<file path="config.mk">
export PLATFORM = sky130hd
export DESIGN_NAME = uart_tx_feeder
export DESIGN_NICKNAME = d
export VERILOG_FILES = /design/src/rtl/uart_pkg.sv /design/src/rtl/uart_fifo_mem.sv /design/src/rtl/uart_tx_feeder.sv
export SDC_FILE = /design/constraint.sdc
export NUM_CORES = 1
export LEC_CHECK = 0
export CAP_MARGIN = 15
export CORE_ASPECT_RATIO = 1.75
export CORE_MARGIN = 2
export CORE_UTILIZATION = 33
export DETAILED_ROUTE_END_ITERATION = 8
export MAX_ROUTING_LAYER = met4
export PLACE_DENSITY_LB_ADDON = 0.05
export SLEW_MARGIN = 25
export SYNTH_ARGS = -nofsm -noshare
export SYNTH_HDL_FRONTEND = slang
export SYNTH_HIERARCHICAL = 1
export SYNTH_SLANG_ARGS = --single-unit
</file>
<file path="constraint.sdc">
create_clock -name txclk -period 3.5 [get_ports txclk]
set_clock_uncertainty 0.05 [all_clocks]
set_input_delay 0.7 -clock txclk [delete_from_list [all_inputs] [get_ports txclk]]
set_output_delay 0.7 -clock txclk [all_outputs]
set_load 0.02 [all_outputs]
</file>
<file path="src/rtl/uart_pkg.sv">
// uart_pkg: shared definitions for the UART transmit path.
//   BYTE_W         - width of one transmitted byte
//   feeder_state_t - load sequencer states of uart_tx_feeder
package uart_pkg;

    localparam int unsigned BYTE_W = 8;

    typedef enum logic [1:0] {
        IDLE      = 2'd0,
        LOAD      = 2'd1,
        WAIT_ACK  = 2'd2,
        WAIT_DONE = 2'd3
    } feeder_state_t;

endpackage : uart_pkg

</file>
<file path="src/rtl/uart_fifo_mem.sv">
// uart_fifo_mem: DEPTH x BYTE_W register array, one write port, one
// combinational read port.
//   clk   - write clock
//   we    - write enable
//   waddr - write address
//   wdata - write data
//   raddr - read address
//   rdata - read data (combinational from raddr)
module uart_fifo_mem
    import uart_pkg::*;
#(
    parameter int unsigned DEPTH  = 16,
    parameter int unsigned ADDR_W = $clog2(DEPTH)
) (
    input  logic              clk,
    input  logic              we,
    input  logic [ADDR_W-1:0] waddr,
    input  logic [BYTE_W-1:0] wdata,
    input  logic [ADDR_W-1:0] raddr,
    output logic [BYTE_W-1:0] rdata
);

    logic [BYTE_W-1:0] mem_q [DEPTH];

    // Storage is not reset; validity is tracked by the owner's pointers/count.
    always_ff @(posedge clk) begin
        if (we) begin
            mem_q[waddr] <= wdata;
        end
    end

    assign rdata = mem_q[raddr];

endmodule : uart_fifo_mem

</file>
<file path="src/rtl/uart_tx_feeder.sv">
// uart_tx_feeder: byte FIFO plus load sequencer feeding a UART transmitter
// over the ld_tx_data / tx_data / tx_empty handshake.
//   txclk, reset     - clock, synchronous active-high reset
//   wr_en, wr_data   - host push
//   full, fifo_empty - occupancy flags (combinational from count)
//   count            - occupancy 0..DEPTH
//   overflow/clr_ovf - sticky dropped-push flag and its clear
//   ld_tx_data       - one-cycle load strobe, tx_data valid with it
//   tx_empty         - transmitter ready
//   busy             - sequencer not idle
module uart_tx_feeder
    import uart_pkg::*;
#(
    parameter  int unsigned DEPTH  = 16,
    localparam int unsigned ADDR_W = $clog2(DEPTH)
) (
    input  logic              txclk,
    input  logic              reset,
    input  logic              wr_en,
    input  logic [BYTE_W-1:0] wr_data,
    output logic              full,
    output logic              fifo_empty,
    output logic [ADDR_W:0]   count,
    output logic              overflow,
    input  logic              clr_ovf,
    output logic              ld_tx_data,
    output logic [BYTE_W-1:0] tx_data,
    input  logic              tx_empty,
    output logic              busy
);

    localparam int unsigned CNT_W = ADDR_W + 1;

    feeder_state_t     state_q, state_d;
    logic [ADDR_W-1:0] wr_ptr_q, wr_ptr_d;
    logic [ADDR_W-1:0] rd_ptr_q, rd_ptr_d;
    logic [CNT_W-1:0]  count_q, count_d;
    logic              overflow_q, overflow_d;
    logic [BYTE_W-1:0] tx_data_q, tx_data_d;

    logic              push;
    logic              pop;
    logic              drop;
    logic [BYTE_W-1:0] rd_data;

    uart_fifo_mem #(
        .DEPTH  (DEPTH),
        .ADDR_W (ADDR_W)
    ) u_mem (
        .clk   (txclk),
        .we    (push),
        .waddr (wr_ptr_q),
        .wdata (wr_data),
        .raddr (rd_ptr_q),
        .rdata (rd_data)
    );

    assign full       = (count_q == CNT_W'(DEPTH));
    assign fifo_empty = (count_q == CNT_W'(0));

    // A push against a full FIFO is dropped even if a pop frees a slot this cycle.
    assign push = wr_en && !full;
    assign drop = wr_en && full;
    assign pop  = (state_q == IDLE) && !fifo_empty && tx_empty;

    // Next-state and datapath updates.
    always_comb begin
        state_d    = state_q;
        wr_ptr_d   = wr_ptr_q;
        rd_ptr_d   = rd_ptr_q;
        count_d    = count_q;
        overflow_d = overflow_q;
        tx_data_d  = tx_data_q;

        if (push) begin
            wr_ptr_d = wr_ptr_q + ADDR_W'(1);
        end
        if (pop) begin
            rd_ptr_d  = rd_ptr_q + ADDR_W'(1);
            tx_data_d = rd_data;
        end

        case ({push, pop})
            2'b10:   count_d = count_q + CNT_W'(1);
            2'b01:   count_d = count_q - CNT_W'(1);
            default: count_d = count_q;
        endcase

        // Set has priority over clear.
        if (drop) begin
            overflow_d = 1'b1;
        end else if (clr_ovf) begin
            overflow_d = 1'b0;
        end

        // tx_empty is deliberately not looked at in LOAD.
        case (state_q)
            IDLE:      if (pop)       state_d = LOAD;
            LOAD:                     state_d = WAIT_ACK;
            WAIT_ACK:  if (!tx_empty) state_d = WAIT_DONE;
            WAIT_DONE: if (tx_empty)  state_d = IDLE;
            default:                  state_d = IDLE;
        endcase
    end

    // State and datapath registers.
    always_ff @(posedge txclk) begin
        if (reset) begin
            state_q    <= IDLE;
            wr_ptr_q   <= '0;
            rd_ptr_q   <= '0;
            count_q    <= '0;
            overflow_q <= 1'b0;
            tx_data_q  <= '0;
        end else begin
            state_q    <= state_d;
            wr_ptr_q   <= wr_ptr_d;
            rd_ptr_q   <= rd_ptr_d;
            count_q    <= count_d;
            overflow_q <= overflow_d;
            tx_data_q  <= tx_data_d;
        end
    end

    // Moore outputs decoded from the state register.
    assign ld_tx_data = (state_q == LOAD);
    assign busy       = (state_q != IDLE);
    assign count      = count_q;
    assign overflow   = overflow_q;
    assign tx_data    = tx_data_q;

endmodule : uart_tx_feeder

</file>
==> metrics.txt, run 1 <==
wire length per cell 19.9 microns; synth unique cells 42; met1 demand-to-capacity share in global routing 14.9%; number of global-route vias before repair 3520; maximum root-to-sink buffer count 2; setup repair after global routing missed its margin no; Crit path largest cell delay 0.62 ns; area added between synthesis and finish 21.0%; share of synthesized area spent on multiplexers 14.5%; Fin. Hold Viols 0; row count 66; number of ports placed on the die boundary 31; Post-DP HPWL 9400 microns; Clock Latency Late Sink 0.41 ns; cts bufs inserted 17; register clock-pin slew on the reported worst setup and hold paths 0.06 ns; beginning of the worst hold path tx_data[2]$_SDFFE_PP0P_; number of nets still failing antenna checks after routing 0; Leakage Power 2.60 nW; combinational fraction of design power 23.7%; largest family of logic cells by synthesized area multiplexers; Total Die Area 0.0201 sq mm; initial antenna violation count 0; violation count after the first detailed-routing iteration 157; most used cell, CP sky130_fd_sc_hd__ha_1; synthesized-area fraction occupied by and/or/nand/nor cells 6.30%; max frequency 347 MHz; share of the yosys chip area belonging to registers 69.3%; CTS sink count 152; count of unresolved DRC violations after routing 0; ratio of cells with drive above 1 in the final layout 18.9%; switching power total 1.50 mW; worst vdd rail ir drop 0.308 mV; critical-path maximum fanout 6; most heavily used metal layer in global routing met2; final setup violation count 0; Seq cells post-synth 152; number of gates resized after CTS 0; relative max-transition margin 51.7%; Core Area 0.0186 sq mm; synthesized instance count 353; Clock H-tree levels 4; per-instance average area after synthesis 17.7 sq um; cts-stage hold buffer count 0; die height 186 microns; Internal 4.00 mW; count of pins over their slew limit 0; Slew @ Worst Pin 0.723 ns; Initial Utilization 33.6%; required time worst endpoint 3.75 ns; result of the run completed; Initial DRT Pass Iterations 4; DR vias 3250; compound-gate portion of the synthesized area 3.93%; global-route wire length before repair 20800 microns; time the final worst path needs with I/O delays and setup 2.88 ns; most frequent cells in the layout sky130_fd_sc_hd__edfxtp_1 (128), sky130_fd_sc_hd__nor2_1 (39), sky130_fd_sc_hd__clkdlybuf4s50_1 (30), sky130_fd_sc_hd__dfxtp_1 (23), sky130_fd_sc_hd__buf_4 (23); warning count from the yosys run 6; number of nets produced by synthesis 378; switching share of total power 27.2%; clock tree from TritonCTS built; Clock Power Share 36.3%; # port buffers 30; type of the worst setup path reg -> reg; global placer's final weighted congestion 0.707; largest net degree at the start of global routing 36; GR Layer Usage met2 27.9%; Final TNS setup 0 ns; type of the worst min-delay path reg -> reg; Reg2Reg Launch Point count[0]$_SDFFE_PP0P_; CP Cell Sequence or4_4 > o211ai_4 > inv_1 > ha_1 > ha_1 > or2_2 > o22ai_1 > mux2i_1 > mux2_2; data arrival time of the critical path 3.13 ns; Routed Wire Length 13100 microns; root buffer cell sky130_fd_sc_hd__clkbuf_16; cell area after technology mapping 0.00624 sq mm; global routing usage on met3 2.66%; element type at the critical path end flop; setup bufs post-CTS 0; number of maximum-capacitance constraint violations 0; share of the cycle needed by the critical path after routing 82.4%; Reg power frac 40.0%; GRT Util Overall 14.9%; most frequent standard cell in the layout excluding fill and tap cells sky130_fd_sc_hd__edfxtp_1; Nets 435; library cell contributing the largest single delay on the critical path sky130_fd_sc_hd__or4_4; total power consumption of the routed design 5.50 mW; layout filler cell count 1706; grt total ovfl 0; drt via density 4.92; post-synthesis adder-cell area fraction 2.53%; startpoint kind of the worst setup timing path flop; Pwr Density 728 mW/mm^2; floorplan die width 108 microns; number of antenna diodes 0; XOR/XNOR Fraction of Synth Area 0.842%; Worst setup startpoint count[0]$_SDFFE_PP0P_
## power groups by stage
| stage | sequential (mW) | combinational, mW | clock [mW] |
|---|---|---|---|
| 2_1_floorplan | 2.23 | 0.926 | 0 |
| 3_3_place_gp | 2.24 | 1.33 | 0 |
| 3_5_place_dp | 2.24 | 1.34 | 0 |
| 4_1_cts | 2.20 | 1.35 | 2.05 |
| 5_1_grt | 2.22 | 1.44 | 2.12 |
| 6_report | 2.20 | 1.30 | 1.99 |
## layer usage
metal | wire length (microns) | part of all wire, %
met5 | 0 | 0
met1 | 4740 | 36
met4 | 261 | 2.0
met3 | 326 | 2.5
met2 | 7810 | 59
## cell type report
class                           count  area [sq um]  share of cell area, %
Sequential cell                   152          4330                   57.3
Multi-Input combinational cell    175          1750                   23.2
Clock buffer                       17           425                   5.63
Tap cell                          238           298                   3.94
Inverter                           10          37.5                  0.497
Timing Repair Buffer               54           493                   6.53
Clock inverter                     15           221                   2.93
## worst paths after layout
path,endpoint,slack (ns),cells past startpoint
worst max register to register,count[4]$_SDFFE_PP0P_,0.62,9
worst max-delay path,count[4]$_SDFFE_PP0P_,0.62,9
worst min-delay path,tx_data[2]$_SDFFE_PP0P_,0.45,2
worst min register to register,tx_data[2]$_SDFFE_PP0P_,0.45,2
## worst max-delay path, delay by kind of cell (launching register included)
kind / cells / cell delay [ns]
AOI/OAI and AO/OA: 2 / 0.34
adders and majority gates: 2 / 0.48
buffers and inverters: 1 / 0.06
DFF: 1 / 0.37
muxes: 2 / 0.56
and+or+nand+nor: 2 / 0.91
## stage by stage
| stage | hold WS [ns] | std cells | utilization [%] | cell area (sq um) | setup slack (ns) |
|---|---|---|---|---|---|
| floorplan | 0.468 | 353 | - | 6240 | 0.502 |
| global route | 0.485 | 661 | 40.7 | 7550 | 0.495 |
| global placement | 0.431 | 629 | 37.2 | 6910 | 0.399 |
| finish | 0.446 | 661 | 40.7 | 7550 | 0.617 |
| CTS | 0.451 | 661 | 40.7 | 7550 | 0.580 |
| detailed placement | 0.433 | 629 | 37.2 | 6910 | 0.344 |
## cells in the mapped netlist
master / number / area, sq um
sky130_fd_sc_hd__buf_4: 1 / 7.51
sky130_fd_sc_hd__mux4_2: 18 / 405
sky130_fd_sc_hd__a22oi_1: 16 / 120
sky130_fd_sc_hd__a21oi_1: 5 / 25.0
sky130_fd_sc_hd__nand2b_1: 2 / 12.5
sky130_fd_sc_hd__mux2_2: 1 / 11.3
sky130_fd_sc_hd__nand2_1: 11 / 41.3
sky130_fd_sc_hd__or4_2: 1 / 8.76
sky130_fd_sc_hd__dfxtp_1: 24 / 480
sky130_fd_sc_hd__and2b_1: 1 / 7.51
sky130_fd_sc_hd__buf_2: 4 / 20.0
sky130_fd_sc_hd__or4_4: 1 / 11.3
sky130_fd_sc_hd__a211oi_1: 3 / 22.5
sky130_fd_sc_hd__mux2i_1: 12 / 120
sky130_fd_sc_hd__o2111ai_1: 1 / 8.76
sky130_fd_sc_hd__nand3b_1: 2 / 15.0
sky130_fd_sc_hd__a21o_2: 1 / 8.76
sky130_fd_sc_hd__nor2_1: 39 / 146
sky130_fd_sc_hd__or2_2: 1 / 6.26
sky130_fd_sc_hd__o21ai_0: 1 / 5.00
sky130_fd_sc_hd__nor4bb_1: 1 / 10.0
sky130_fd_sc_hd__o22ai_1: 1 / 6.26
sky130_fd_sc_hd__inv_1: 10 / 37.5
sky130_fd_sc_hd__and2_1: 2 / 12.5
sky130_fd_sc_hd__buf_6: 3 / 33.8
sky130_fd_sc_hd__buf_12: 1 / 20.0
sky130_fd_sc_hd__o211ai_4: 1 / 21.3
sky130_fd_sc_hd__nor3_1: 7 / 35.0
sky130_fd_sc_hd__ha_1: 11 / 138
sky130_fd_sc_hd__clkbuf_1: 4 / 15.0
sky130_fd_sc_hd__xnor2_1: 3 / 26.3
sky130_fd_sc_hd__mux4_1: 14 / 368
sky130_fd_sc_hd__nor4_1: 2 / 12.5
sky130_fd_sc_hd__nand3_1: 3 / 15.0
sky130_fd_sc_hd__or3_1: 1 / 6.26
sky130_fd_sc_hd__xor2_1: 3 / 26.3
sky130_fd_sc_hd__edfxtp_1: 128 / 3840
sky130_fd_sc_hd__o32ai_4: 1 / 27.5
sky130_fd_sc_hd__nor2b_1: 7 / 43.8
sky130_fd_sc_hd__fa_1: 1 / 20.0
sky130_fd_sc_hd__clkdlybuf4s25_2: 3 / 30.0
sky130_fd_sc_hd__or3b_2: 1 / 8.76
## cells by family (layout without fill, tap and decap cells)
family | count (synthesis) | count (layout)
AOI/OAI and AO/OA | 30 | 30
xor gates and xnor gates | 6 | 6
adders and majority gates | 12 | 12
buffers and inverters | 26 | 96
DFF | 152 | 152
muxes | 45 | 45
and+or+nand+nor | 82 | 82
## state kept, by name (all words and copies together), names as in the netlist
| register | count |
|---|---|
| wr_ptr_q | 4 |
| overflow | 1 |
| tx_data | 8 |
| count | 5 |
| state_q | 2 |
| rd_ptr_q | 4 |
| u_mem/mem_q | 128 |
Power figures use the tool's default switching activity.
==> inputs of run 2 (changes only) <==
clock period = 2.8 ns   (was 3.5 ns; I/O delays follow)
==> metrics.txt, run 2 (synthesis results as in run 1) <==
largest reg by FF count u_mem/mem_q; Internal 4.79 mW; number of global-route vias before repair 3556; non-filler cells, final 671; share of the cycle needed by the critical path after routing 96.5%; critical-path maximum fanout 5; cts bufs inserted 17; Routed Wire Length 13800 microns; global placer's final weighted congestion 0.708; Reg power frac 40.5%; register clock-pin slew on the reported worst setup and hold paths 0.07 ns; GRT Util Overall 15.4%; switching power total 1.90 mW; DR vias 3294; Pwr Density 878 mW/mm^2; Core Area 0.0186 sq mm; Slew @ Worst Pin 0.760 ns; Reg2Reg Launch Point count[3]$_SDFFE_PP0P_; beginning of the worst hold path tx_data[3]$_SDFFE_PP0P_; type of the worst min-delay path reg -> reg; maximum root-to-sink buffer count 2; number of maximum-capacitance constraint violations 0; floorplan die width 108 microns; drt via density 4.91; CTS sink count 152; grt total ovfl 0; layout filler cell count 1720; required time worst endpoint 3.04 ns; area added between synthesis and finish 22.0%; wire length per cell 20.6 microns; max FFs per register 128; Crit path largest cell delay 0.60 ns; CP Cell Sequence or4_4 > o211ai_4 > inv_4 > ha_4 > ha_1 > a21o_2 > a21oi_1 > nor4_1 > or3_1; number of nets still failing antenna checks after routing 0; number of ports placed on the die boundary 31; time the final worst path needs with I/O delays and setup 2.70 ns; Clock Power Share 32.8%; logic depth of the worst register-to-register path 9; data arrival time of the critical path 2.94 ns; ratio of cells with drive above 1 in the final layout 22.4%; library cell contributing the largest single delay on the critical path sky130_fd_sc_hd__or4_4; switching share of total power 28.4%; result of the run completed; number of antenna diodes 0; worst hold margin 0.461 ns; Worst Slack Setup Final 0.0991 ns; kind of cell adding the most delay to the critical path simple AND/OR/NAND/NOR gates; Initial DRT Pass Iterations 4; global-route wire length before repair 21300 microns; Initial Utilization 33.6%; relative max-transition margin 49.2%; row count 66; hold depth 2; final setup violation count 0; Fin. Hold Viols 0; Total Die Area 0.0201 sq mm; number of buffer and inverter stages on the critical path 1; most frequent cells in the layout sky130_fd_sc_hd__edfxtp_1 (128), sky130_fd_sc_hd__nor2_1 (39), sky130_fd_sc_hd__buf_4 (32), sky130_fd_sc_hd__clkdlybuf4s50_1 (30), sky130_fd_sc_hd__dfxtp_1 (20); max frequency 370 MHz; Post-DP HPWL 9660 microns; violation count after the first detailed-routing iteration 224; type of the worst setup path reg -> reg; Clock Latency Late Sink 0.42 ns; initial antenna violation count 0; largest net degree at the start of global routing 34; worst vdd rail ir drop 0.345 mV; R2R setup slack 0.1 ns; die height 186 microns; setup repair after global routing missed its margin no; count of pins over their slew limit 0; startpoint kind of the worst setup timing path flop; setup slack at placement -0.121 ns; number of gates resized after CTS 0; number of placed instances with taps included 639; Leakage Power 2.61 nW; element type at the critical path end flop; most frequent standard cell in the layout excluding fill and tap cells sky130_fd_sc_hd__edfxtp_1; end of the worst hold path tx_data[3]$_SDFFE_PP0P_; # port buffers 30; combinational fraction of design power 26.7%; Clock H-tree levels 4; Nets 445; clock tree from TritonCTS built; root buffer cell sky130_fd_sc_hd__clkbuf_16; count of unresolved DRC violations after routing 0; capture point of the worst reg-to-reg path count[3]$_SDFFE_PP0P_
## run 2: how the worst max path moves through the flow
stage	start	endpoint	slack, ns	depth (start not counted)
floorplan	count[3]$_SDFFE_PP0P_	count[4]$_SDFFE_PP0P_	-0.003	10
global placement	tx_empty	count[4]$_SDFFE_PP0P_	-0.03	10
detailed placement	tx_empty	count[4]$_SDFFE_PP0P_	-0.12	10
CTS	count[3]$_SDFFE_PP0P_	fifo_empty	0.05	3
global route	count[0]$_SDFFE_PP0P_	count[4]$_SDFFE_PP0P_	0.003	11
finish	count[3]$_SDFFE_PP0P_	count[3]$_SDFFE_PP0P_	0.1	9
## run 2: timing repair
| item | in CTS | in global routing |
|---|---|---|
| setup endpoints to repair | 0 | 1 |
| hold buffers | 0 | 0 |
| endpoints found under the hold margin | 0 | 0 |
| buffers inserted | 0 | 0 |
## run 2: per-stage QoR
| step | util, % | total power [mW] | area, sq um | setup TNS, ns |
|---|---|---|---|---|
| 3_5_place_dp | 38.0 | 4.60 | 7050 | -0.158 |
| 2_1_floorplan | - | 4.00 | 6300 | -0.00300 |
| 4_1_cts | 41.0 | 6.82 | 7620 | 0 |
| 3_3_place_gp | 38.0 | 4.59 | 7050 | -0.0526 |
| 5_1_grt | 41.0 | 7.05 | 7620 | 0 |
| 6_report | 41.0 | 6.69 | 7620 | 0 |
## run 2: routing by layer
layer / track usage, % / routed length [microns]
met1: 15.4 / 5280
met2: 29.0 / 8100
met3: 3.01 / 259
met4: 5.85 / 178
met5: - / 0
## run 2: power groups by stage
stage          registers, mW  clock network [mW]  logic [mW]
4_1_cts                 2.72                2.26        1.84
2_1_floorplan           2.80                   0        1.20
3_5_place_dp            2.76                   0        1.84
3_3_place_gp            2.76                   0        1.83
6_report                2.71                2.19        1.79
5_1_grt                 2.73                2.35        1.96
## run 2: layout make-up
class / count / area [sq um] / area share, %
clock inverter: 13 / 131 / 1.72
sequential: 152 / 4330 / 56.9
tap: 238 / 298 / 3.91
timing repair buffer: 64 / 581 / 7.62
clock buffer: 19 / 433 / 5.68
inverter: 10 / 40.0 / 0.526
multi-input combinational: 175 / 1800 / 23.7
## run 2: worst reg2reg max path, cell delays in order, from the launching register on
cell	delay (ns)
sky130_fd_sc_hd__dfxtp_4	0.36
sky130_fd_sc_hd__or4_4	0.60
sky130_fd_sc_hd__o211ai_4	0.23
sky130_fd_sc_hd__inv_4	0.05
sky130_fd_sc_hd__ha_4	0.19
sky130_fd_sc_hd__ha_1	0.28
sky130_fd_sc_hd__a21o_2	0.21
sky130_fd_sc_hd__a21oi_1	0.19
sky130_fd_sc_hd__nor4_1	0.06
sky130_fd_sc_hd__or3_1	0.36
